--- config.mk ---
export PLATFORM = sky130hd
export DESIGN_NAME = prio_update_rx_flat
export DESIGN_NICKNAME = d
export VERILOG_FILES = /design/src/rtl/wrr_pkg.sv /design/src/rtl/prio_update_rx_if.sv /design/src/rtl/prio_shadow_bank.sv /design/src/rtl/prio_update_rx.sv /design/src/flat_wrapper.sv
export SDC_FILE = /design/constraint.sdc
export NUM_CORES = 1
export LEC_CHECK = 0
export ABC_AREA = 0
export CAP_MARGIN = 10
export CORE_MARGIN = 3
export CORE_UTILIZATION = 56
export CTS_BUF_LIST = sky130_fd_sc_hd__clkbuf_4
export DETAILED_ROUTE_END_ITERATION = 8
export GPL_ROUTABILITY_DRIVEN = 0
export PLACE_DENSITY_LB_ADDON = 0.05
export RECOVER_POWER = 25
export SYNTH_ARGS = -nofsm -noshare
export SYNTH_HDL_FRONTEND = slang
export SYNTH_HIERARCHICAL = 1
export SYNTH_SLANG_ARGS = --single-unit
--- constraint.sdc ---
create_clock -name clk -period 2.55 [get_ports clk]
set_input_delay 0.51 -clock clk [delete_from_list [all_inputs] [get_ports clk]]
set_output_delay 0.51 -clock clk [all_outputs]
set_load 0.02 [all_outputs]
--- src/rtl/wrr_pkg.sv ---
// ============================================================================
//  Module      : wrr_pkg
//  Description : Shared constants and types for the weighted round robin
//                arbiter priority-update path.
//  Revision    : 1.0 - initial release
// ============================================================================
`default_nettype none

package wrr_pkg;

    localparam int PRIO_W = 4;
    localparam int ID_W   = 5;

    typedef logic [PRIO_W-1:0] prio_t;
    typedef logic [ID_W-1:0]   prio_id_t;

    // Weight 0 disables a requester, so every entry starts enabled at 1.
    localparam prio_t RST_PRIO = 4'd1;

    typedef enum logic [0:0] {
        IDLE = 1'b0,
        PEND = 1'b1
    } prio_upt_state_e;

endpackage

`default_nettype wire

--- src/rtl/prio_update_rx_if.sv ---
// ============================================================================
//  Module      : prio_update_rx_if
//  Description : Priority-update write port, round boundary strobe, weight
//                lookup and active weight table of the WRR arbiter.
//                master = update source / arbiter core, slave = receiver.
//  Revision    : 1.0 - initial release
// ============================================================================
`default_nettype none

interface prio_update_rx_if
    import wrr_pkg::*;
#(
    parameter int N_REQ = 32
) ();

    logic                    prio_upt;
    prio_id_t                prio_id;
    prio_t                   prio;
    logic                    round_done;
    prio_id_t                rd_id;
    prio_t                   rd_prio;
    logic [N_REQ*PRIO_W-1:0] prio_vec;
    logic                    upt_pending;
    logic                    upt_err;

    modport master (
        output prio_upt, prio_id, prio, round_done, rd_id,
        input  rd_prio, prio_vec, upt_pending, upt_err
    );

    modport slave (
        input  prio_upt, prio_id, prio, round_done, rd_id,
        output rd_prio, prio_vec, upt_pending, upt_err
    );

endinterface

`default_nettype wire

--- src/rtl/prio_shadow_bank.sv ---
// ============================================================================
//  Module      : prio_shadow_bank
//  Description : Staging bank for priority updates. Holds the shadow weights
//                and per-entry dirty bits, and produces the commit mask that
//                copies dirty entries into the active table at round end.
//                Instantiated by prio_update_rx only when PRIO_UPT_SHADOW_EN
//                is defined.
//  Revision    : 1.0 - initial release
// ============================================================================
`default_nettype none

module prio_shadow_bank
    import wrr_pkg::*;
#(
    parameter int N_REQ = 32
) (
    input  wire logic                    clk,
    input  wire logic                    rst,
    input  wire logic [N_REQ-1:0]        wr_sel,
    input  wire prio_t                   wr_prio,
    input  wire logic                    round_done,
    output logic      [N_REQ-1:0]        commit,
    output logic      [N_REQ*PRIO_W-1:0] shadow_vec
);

    prio_t            r_shadow [N_REQ];
    logic [N_REQ-1:0] r_dirty;

    // Stage writes; a write coinciding with round_done is bypassed into the
    // active table by the parent, so it never leaves a dirty bit behind.
    always_ff @(posedge clk or negedge rst) begin
        if (!rst) begin
            for (int i = 0; i < N_REQ; i++) r_shadow[i] <= RST_PRIO;
            r_dirty <= '0;
        end else begin
            for (int i = 0; i < N_REQ; i++) begin
                if (wr_sel[i]) r_shadow[i] <= wr_prio;
            end
            if (round_done) r_dirty <= '0;
            else            r_dirty <= r_dirty | wr_sel;
        end
    end

    // Only dirty entries are copied at the round boundary.
    always_comb begin
        commit = round_done ? r_dirty : '0;
        shadow_vec = '0;
        for (int i = 0; i < N_REQ; i++) shadow_vec[i*PRIO_W +: PRIO_W] = r_shadow[i];
    end

endmodule

`default_nettype wire

--- src/rtl/prio_update_rx.sv ---
// ============================================================================
//  Module      : prio_update_rx
//  Description : Receive side of the WRR priority-update interface. Checks
//                update ids, maintains the active weight table and serves a
//                registered weight lookup. With PRIO_UPT_SHADOW_EN defined,
//                updates are staged and committed atomically on round_done.
//  Revision    : 1.0 - initial release
// ============================================================================
`default_nettype none

module prio_update_rx
    import wrr_pkg::*;
#(
    parameter int N_REQ = 32
) (
    input  wire logic       clk,
    input  wire logic       rst,
    prio_update_rx_if.slave bus
);

    localparam logic [ID_W:0] c_n_req = (ID_W+1)'(N_REQ);

    logic                    w_id_ok;
    logic                    w_upt_ok;
    logic [N_REQ-1:0]        w_sel;
    logic [N_REQ-1:0]        w_wr_en;
    logic [N_REQ*PRIO_W-1:0] w_wr_data;
    logic [N_REQ*PRIO_W-1:0] w_prio_vec;
    prio_t                   w_rd_prio;
    prio_t                   r_active [N_REQ];
    prio_t                   r_rd_prio;
    logic                    r_upt_err;

    // Ids are compared unsigned, one bit wider so N_REQ = 32 is representable.
    assign w_id_ok  = ({1'b0, bus.prio_id} < c_n_req);
    assign w_upt_ok = bus.prio_upt & w_id_ok;

    // One-hot decode of a legal update target.
    always_comb begin
        w_sel = '0;
        for (int i = 0; i < N_REQ; i++) w_sel[i] = w_upt_ok && (bus.prio_id == ID_W'(i));
    end

`ifdef PRIO_UPT_SHADOW_EN
    localparam logic [0:0] ST_IDLE = IDLE;
    localparam logic [0:0] ST_PEND = PEND;

    logic [N_REQ-1:0]        w_commit;
    logic [N_REQ*PRIO_W-1:0] w_shadow_vec;
    logic [0:0]              r_state;
    logic [0:0]              w_state_nxt;

    prio_shadow_bank #(.N_REQ(N_REQ)) u_shadow_bank (
        .clk        (clk),
        .rst        (rst),
        .wr_sel     (w_sel),
        .wr_prio    (bus.prio),
        .round_done (bus.round_done),
        .commit     (w_commit),
        .shadow_vec (w_shadow_vec)
    );

    // Commit dirty shadows; a same-cycle update overrides its own shadow copy.
    always_comb begin
        w_wr_en   = (w_sel & {N_REQ{bus.round_done}}) | w_commit;
        w_wr_data = w_shadow_vec;
        for (int i = 0; i < N_REQ; i++) begin
            if (w_sel[i]) w_wr_data[i*PRIO_W +: PRIO_W] = bus.prio;
        end
    end

    // PEND tracks whether anything is staged for the next round boundary.
    always_comb begin
        w_state_nxt = r_state;
        case (r_state)
            ST_IDLE: if (w_upt_ok && !bus.round_done) w_state_nxt = ST_PEND;
            ST_PEND: if (bus.round_done)              w_state_nxt = ST_IDLE;
            default:                                  w_state_nxt = ST_IDLE;
        endcase
    end

    // State register.
    always_ff @(posedge clk or negedge rst) begin
        if (!rst) r_state <= ST_IDLE;
        else      r_state <= w_state_nxt;
    end

    assign bus.upt_pending = (r_state == ST_PEND);
`else
    logic w_unused_round_done;

    assign w_unused_round_done = bus.round_done;

    // Legal updates go straight into the active table.
    always_comb begin
        w_wr_en   = w_sel;
        w_wr_data = {N_REQ{bus.prio}};
    end

    assign bus.upt_pending = 1'b0;
`endif

    // Active weight table.
    always_ff @(posedge clk or negedge rst) begin
        if (!rst) begin
            for (int i = 0; i < N_REQ; i++) r_active[i] <= RST_PRIO;
        end else begin
            for (int i = 0; i < N_REQ; i++) begin
                if (w_wr_en[i]) r_active[i] <= w_wr_data[i*PRIO_W +: PRIO_W];
            end
        end
    end

    // Lookup mux; ids outside the table fall through to 0.
    always_comb begin
        w_rd_prio  = '0;
        w_prio_vec = '0;
        for (int i = 0; i < N_REQ; i++) begin
            if (bus.rd_id == ID_W'(i)) w_rd_prio = r_active[i];
            w_prio_vec[i*PRIO_W +: PRIO_W] = r_active[i];
        end
    end

    // Read register (pre-write table value) and one-cycle error pulse.
    always_ff @(posedge clk or negedge rst) begin
        if (!rst) begin
            r_rd_prio <= RST_PRIO;
            r_upt_err <= 1'b0;
        end else begin
            r_rd_prio <= w_rd_prio;
            r_upt_err <= bus.prio_upt & ~w_id_ok;
        end
    end

    assign bus.rd_prio  = r_rd_prio;
    assign bus.prio_vec = w_prio_vec;
    assign bus.upt_err  = r_upt_err;

endmodule

`default_nettype wire

--- src/flat_wrapper.sv ---
// flat-port wrapper written by rule: the top's interface ports become plain ports
module prio_update_rx_flat import wrr_pkg::*;
#(
    parameter int N_REQ = 32
)
  (clk, rst, bus_prio_upt, bus_prio_id, bus_prio, bus_round_done, bus_rd_id, bus_rd_prio, bus_prio_vec, bus_upt_pending, bus_upt_err);
  prio_update_rx_if #(.N_REQ(N_REQ)) bus_i ();
  input  wire logic clk;
  input  wire logic rst;
  input wire logic [$bits(bus_i.prio_upt)-1:0] bus_prio_upt;
  input wire logic [$bits(bus_i.prio_id)-1:0] bus_prio_id;
  input wire logic [$bits(bus_i.prio)-1:0] bus_prio;
  input wire logic [$bits(bus_i.round_done)-1:0] bus_round_done;
  input wire logic [$bits(bus_i.rd_id)-1:0] bus_rd_id;
  output wire logic [$bits(bus_i.rd_prio)-1:0] bus_rd_prio;
  output wire logic [$bits(bus_i.prio_vec)-1:0] bus_prio_vec;
  output wire logic [$bits(bus_i.upt_pending)-1:0] bus_upt_pending;
  output wire logic [$bits(bus_i.upt_err)-1:0] bus_upt_err;
  assign bus_i.prio_upt = bus_prio_upt;
  assign bus_i.prio_id = bus_prio_id;
  assign bus_i.prio = bus_prio;
  assign bus_i.round_done = bus_round_done;
  assign bus_i.rd_id = bus_rd_id;
  assign bus_rd_prio = bus_i.rd_prio;
  assign bus_prio_vec = bus_i.prio_vec;
  assign bus_upt_pending = bus_i.upt_pending;
  assign bus_upt_err = bus_i.upt_err;
  prio_update_rx #(.N_REQ(N_REQ)) u_core (.clk(clk), .rst(rst), .bus(bus_i));
endmodule
After elaboration in Yosys (flattened, before gate mapping):

Cells that the tools add are included.

* flip-flop bits (word level): 132
* bits in latches: 0
* memory bits (writable): 0
* memory bits (read-only): 0
* input port bits: 18
* output and inout bits: 134
* word-level logic and storage cells: 161
* memories kept: 0

* add/sub/neg operators: 0
* multipliers: 0
* div/mod/pow operators: 0
* magnitude comparators: 0
* eq/ne operators: 62
* shift-type cells: 0
* muxes and demuxes: 32
* bitwise gates (word level): 0
* reduce and logical (&&, ||, !) cells: 34

Operators by type and width (number)
* $eq A5 B5 Y1 const B: 32
* $mux W4: 32
* $eq A5 B4 Y1 const B: 16
* $eq A5 B3 Y1 const B: 8
* $logic_and A1 B1 Y1: 32
* $eq A5 B2 Y1 const B: 4
* $eq A5 B1 Y1 const B: 2
* $logic_not A5 Y1: 2

Longest topological paths before layout:

Gate-level depths: netlist (run 1).

* word-level depth: 33
* mapped depth: 8

Worst setup path after synthesis (run 1):

No wires, ideal clock.

* kind: input port to flip-flop
* from: in bus_rd_id[4]
* to: reg u_core.r_rd_prio[2], in the netlist u_core/bus.rd_prio[2]
* library setup time: 128 ps
* data arrival time: 1752 ps
* slack: 669 ps
* cell stages on the path: 6
* path buffers: 1
* cell sequence: buf_2 > or3b_1 > or3_1 > o311ai_1 > o311a_1 > o22ai_1

* word-level cells in the longest chain between the ends: 33

Ends and longest elaborated chain
* from (decl): line flat_wrapper.sv:14 `input wire logic [$bits(bus_i.rd_id)-1:0] bus_rd_id;`
* $logic_not A5 Y1: line prio_update_rx.sv:119 `if (bus.rd_id == ID_W'(i)) w_rd_prio = r_active[i];`
* $mux W4 (31 in series): line prio_update_rx.sv:119
* $mux W4 *: line prio_update_rx.sv:119
* named net u_core.w_rd_prio[2]: line prio_update_rx.sv:29 `prio_t w_rd_prio;`
* to (signal assigned): line prio_update_rx.sv:130 `r_rd_prio <= w_rd_prio;`
* to (decl): line prio_update_rx.sv:31 `prio_t r_rd_prio;`

Mark *: on every way through the listed nets, which the timed path passes. The rest lies on a longest branch.
A chain may end at the register's enable or synchronous reset.

Worst setup path in the final report (run 1):

* from: reg u_core.r_active (netlist bit u_core/bus.prio_vec[80])
* to: out bus_prio_vec[80]

RTL lines
* from (decl): line prio_update_rx.sv:30 `prio_t r_active [N_REQ];`
* from (signal, indexed assignment): line prio_update_rx.sv:109 `if (w_wr_en[i]) r_active[i] <= w_wr_data[i*PRIO_W +: PRIO_W];`
* to (decl): line flat_wrapper.sv:16 `output wire logic [$bits(bus_i.prio_vec)-1:0] bus_prio_vec;`

No word-level cell between the ends.

==> qor.txt, run 1 <==
status: finished with violations
failing checks: capacitance limit, slew limit
Initial Util: 0.579
synthesized cell area: 0.00670 mm^2
RSZ-0062 raised after global routing: false
vias in the first global route: 5,422
aggregate global-route resource usage: 0.304
CP Capture Type: output port
die span in y: 115 um
worst setup margin: 0.298 ns
Data arrival, critical path: 1.74 ns
clock sink count: 132
final WL: 19,400 um
Initial DRC Count: 568
critical path type: register to output port
Post-CTS Setup Repair Bufs: 0
area delta synth->final: 32.4%
Final ANT Viol Nets: 0
VDD IR max: 0.000542 V
total leakage power: 3.76 nW
period utilization: 0.883
number of flops mapped to enable cells by yosys: 0
Final Setup Violations: 0
hold_buf cts: 1
worst endpoint required time: 2.04 ns
Pwr Density: 775 mW/mm^2
H-tree Lvls: 4
Commonest cells post-synth: mux2_2, dfrtp_1, dfstp_2, nand2_1, nor2_1
hold-critical path endpoint: u_core/bus.prio_vec[29]
cell accounting for the most synthesized area: dfrtp_1
initial antenna violation count: 0
fillers: 788
hold path cells: 1
nets@finish: 738
I/O Pins: 152
Core ar.: 0.0116 mm^2
CP startpoint kind: register
Fin. Hold Viols: 0
DR pass1 iterations: 5
Final Util: 0.767
post-synth cell types: 58
DRC viols: 0
post-DP HPWL: 14,200 um
Yosys warning count: 6
layout cells sized above 1: 0.359
fmax: 444 MHz
max_slew headroom: -0.0824
post-place setup slack: -0.0110 ns
top cells by area, synth: dfrtp_1, mux2_2, dfstp_2, mux4_2, mux2i_1
post-layout min period: 2.25 ns
first-pass GRT wire length: 30,700 um
CP Max Fanout: 4
CTS resizes: 0
Reg2Reg Launch Point: u_core/bus.prio_vec[18]
Top delay family on crit path: buffers and inverters
Max-cap violations: 1
Post-Synthesis Cells: 541
Top FF cell, synth: dfrtp_1
Reg clk slew, reported paths: 0.10 ns
Worst Reg-to-Reg Cells: 6
via count: 5,361
Wirelength per Cell: 22.2 um
row count: 39
clock root buffer: clkbuf_4
area fraction of the dominant cell type after synthesis: 0.370
Die X: 115 um
hold_sp: u_core/bus.prio_vec[29]
slowest CP cell: clkdlybuf4s50_1
placed inst area: 0.00854 mm^2
total power: 6.88 mW
I/O Buffers: 148
setup TNS: 0 ns
Cell Chain, Critical Path: clkdlybuf4s50_1
design area: 0.00887 mm^2
multi-input logic area: 0.00312 mm^2
FF+latch count, synth: 132
clock buffer depth: 2
count leader, synth: mux2_2
vias per cell: 6.12
Worst-Margin Slew: 1.62 ns
CTS tree: done
GRT overflow: 0
Seq/Total Area, Yosys: 0.499
worst-case clock skew: 0.0174 ns
WP buf/inv: 1
Ant. Diodes: 0
Async S/R FF share, synth: 1.00
worst hold path type: register to register
die area: 0.0133 mm^2
area occupied by registers: 0.00334 mm^2
Crit path largest cell delay: 0.61 ns
Clock Latency Late Sink: 0.55 ns
r2r endpoint: u_core/bus.rd_prio[2]
final max-slew violation count: 28
CTS buffer count: 17
flop-to-flop setup slack: 0.58 ns
largest net degree at the start of global routing: 54
crit path launch: u_core/bus.prio_vec[80]
syn avg cell area: 12.4 um^2
-- how the worst max path moves through the flow --
stage,end,slack [ns],depth (start not counted)
after floorplan,u_core/bus.rd_prio[2],0.67,6
after global placement,u_core/bus.rd_prio[3],-0.002,8
after detailed placement,u_core/bus.rd_prio[3],-0.01,8
after CTS,bus_prio_vec[56],0.26,1
after global routing,bus_prio_vec[40],0.21,1
final,bus_prio_vec[80],0.30,1
-- area by class of cell --
type / count / area share
Clock buffer: 22 / 0.0186
Sequential cell: 132 / 0.377
Timing Repair Buffer: 198 / 0.212
Tap cell: 143 / 0.0202
Multi-Input combinational cell: 365 / 0.352
Clock inverter: 10 / 0.0178
Inverter: 6 / 0.00254
-- metal layers --
metal | routed length [um] | GRT usage | up-vias
met5 | 0 | 0 | -
met4 | 246 | 0.0829 | 0
met3 | 1710 | 0.0984 | 23
met2 | 9340 | 0.460 | 268
met1 | 8110 | 0.425 | 2705
li1 | - | - | 2365
-- placed cells by master (no fill, tap or decap), types with 3 or more instances in the layout --
master	instances
a211oi_1	3
a21oi_1	18
a22oi_1	5
and3b_1	4
buf_12	3
buf_4	46
bufinv_16	4
clkbuf_4	22
clkdlybuf4s50_1	145
dfrtp_1	99
dfstp_2	33
inv_1	6
mux2_2	133
mux2i_1	18
mux4_2	11
nand2_1	32
nand2b_1	9
nand3_1	6
nand3b_1	3
nand4_1	3
nor2_1	27
nor2b_1	4
nor3_1	8
o211ai_1	4
o21ai_0	19
o22ai_1	7
o32ai_1	4
-- cells by family (layout without fill, tap and decap cells) --
| kind of cell | after synthesis | in the layout | synth area share |
|---|---|---|---|
| buffers and inverters | 45 | 236 | 0.0351 |
| and+or+nand+nor | 114 | 114 | 0.0878 |
| muxes | 163 | 163 | 0.291 |
| AOI/OAI and AO/OA | 86 | 86 | 0.0859 |
| other | 1 | 2 | 0.000560 |
| DFF | 132 | 132 | 0.499 |
-- sequential cells by signal, summed over array words and instances, names as in the netlist --
name,count
u_core/bus.prio_vec,128
u_core/bus.rd_prio,4
-- power by group --
| group | internal, mW | switching [mW] |
|---|---|---|
| Clock | 0.828 | 0.746 |
| Combinational | 1.22 | 1.13 |
| Sequential | 2.58 | 0.383 |
| Total | 4.62 | 2.26 |
-- metrics by stage --
step	instances	hold WS, ns
floorplan	542	0.214
global placement	843	0.455
detailed placement	843	0.457
CTS	876	0.404
global route	876	0.494
finish	876	0.546
Power figures use the tool's default switching activity.
==> run 2: changes to the inputs <==
--- a/config.mk
+++ b/config.mk
@@ -10,6 +10,7 @@
 export CORE_MARGIN = 3
 export CORE_UTILIZATION = 56
 export CTS_BUF_LIST = sky130_fd_sc_hd__clkbuf_4
+export CTS_CLUSTER_SIZE = 16
 export DETAILED_ROUTE_END_ITERATION = 8
 export GPL_ROUTABILITY_DRIVEN = 0
 export PLACE_DENSITY_LB_ADDON = 0.05
==> results of run 2 <==
Final layout, timing and power as in run 1 (identical DEF).
==> run 3: changes to the inputs <==
--- a/config.mk
+++ b/config.mk
@@ -6,7 +6,7 @@
 export NUM_CORES = 1
 export LEC_CHECK = 0
 export ABC_AREA = 0
-export CAP_MARGIN = 10
+export CAP_MARGIN = 20
 export CORE_MARGIN = 3
 export CORE_UTILIZATION = 56
 export CTS_BUF_LIST = sky130_fd_sc_hd__clkbuf_4
==> results of run 3 <==
Final layout, timing and power as in run 1 (identical DEF).
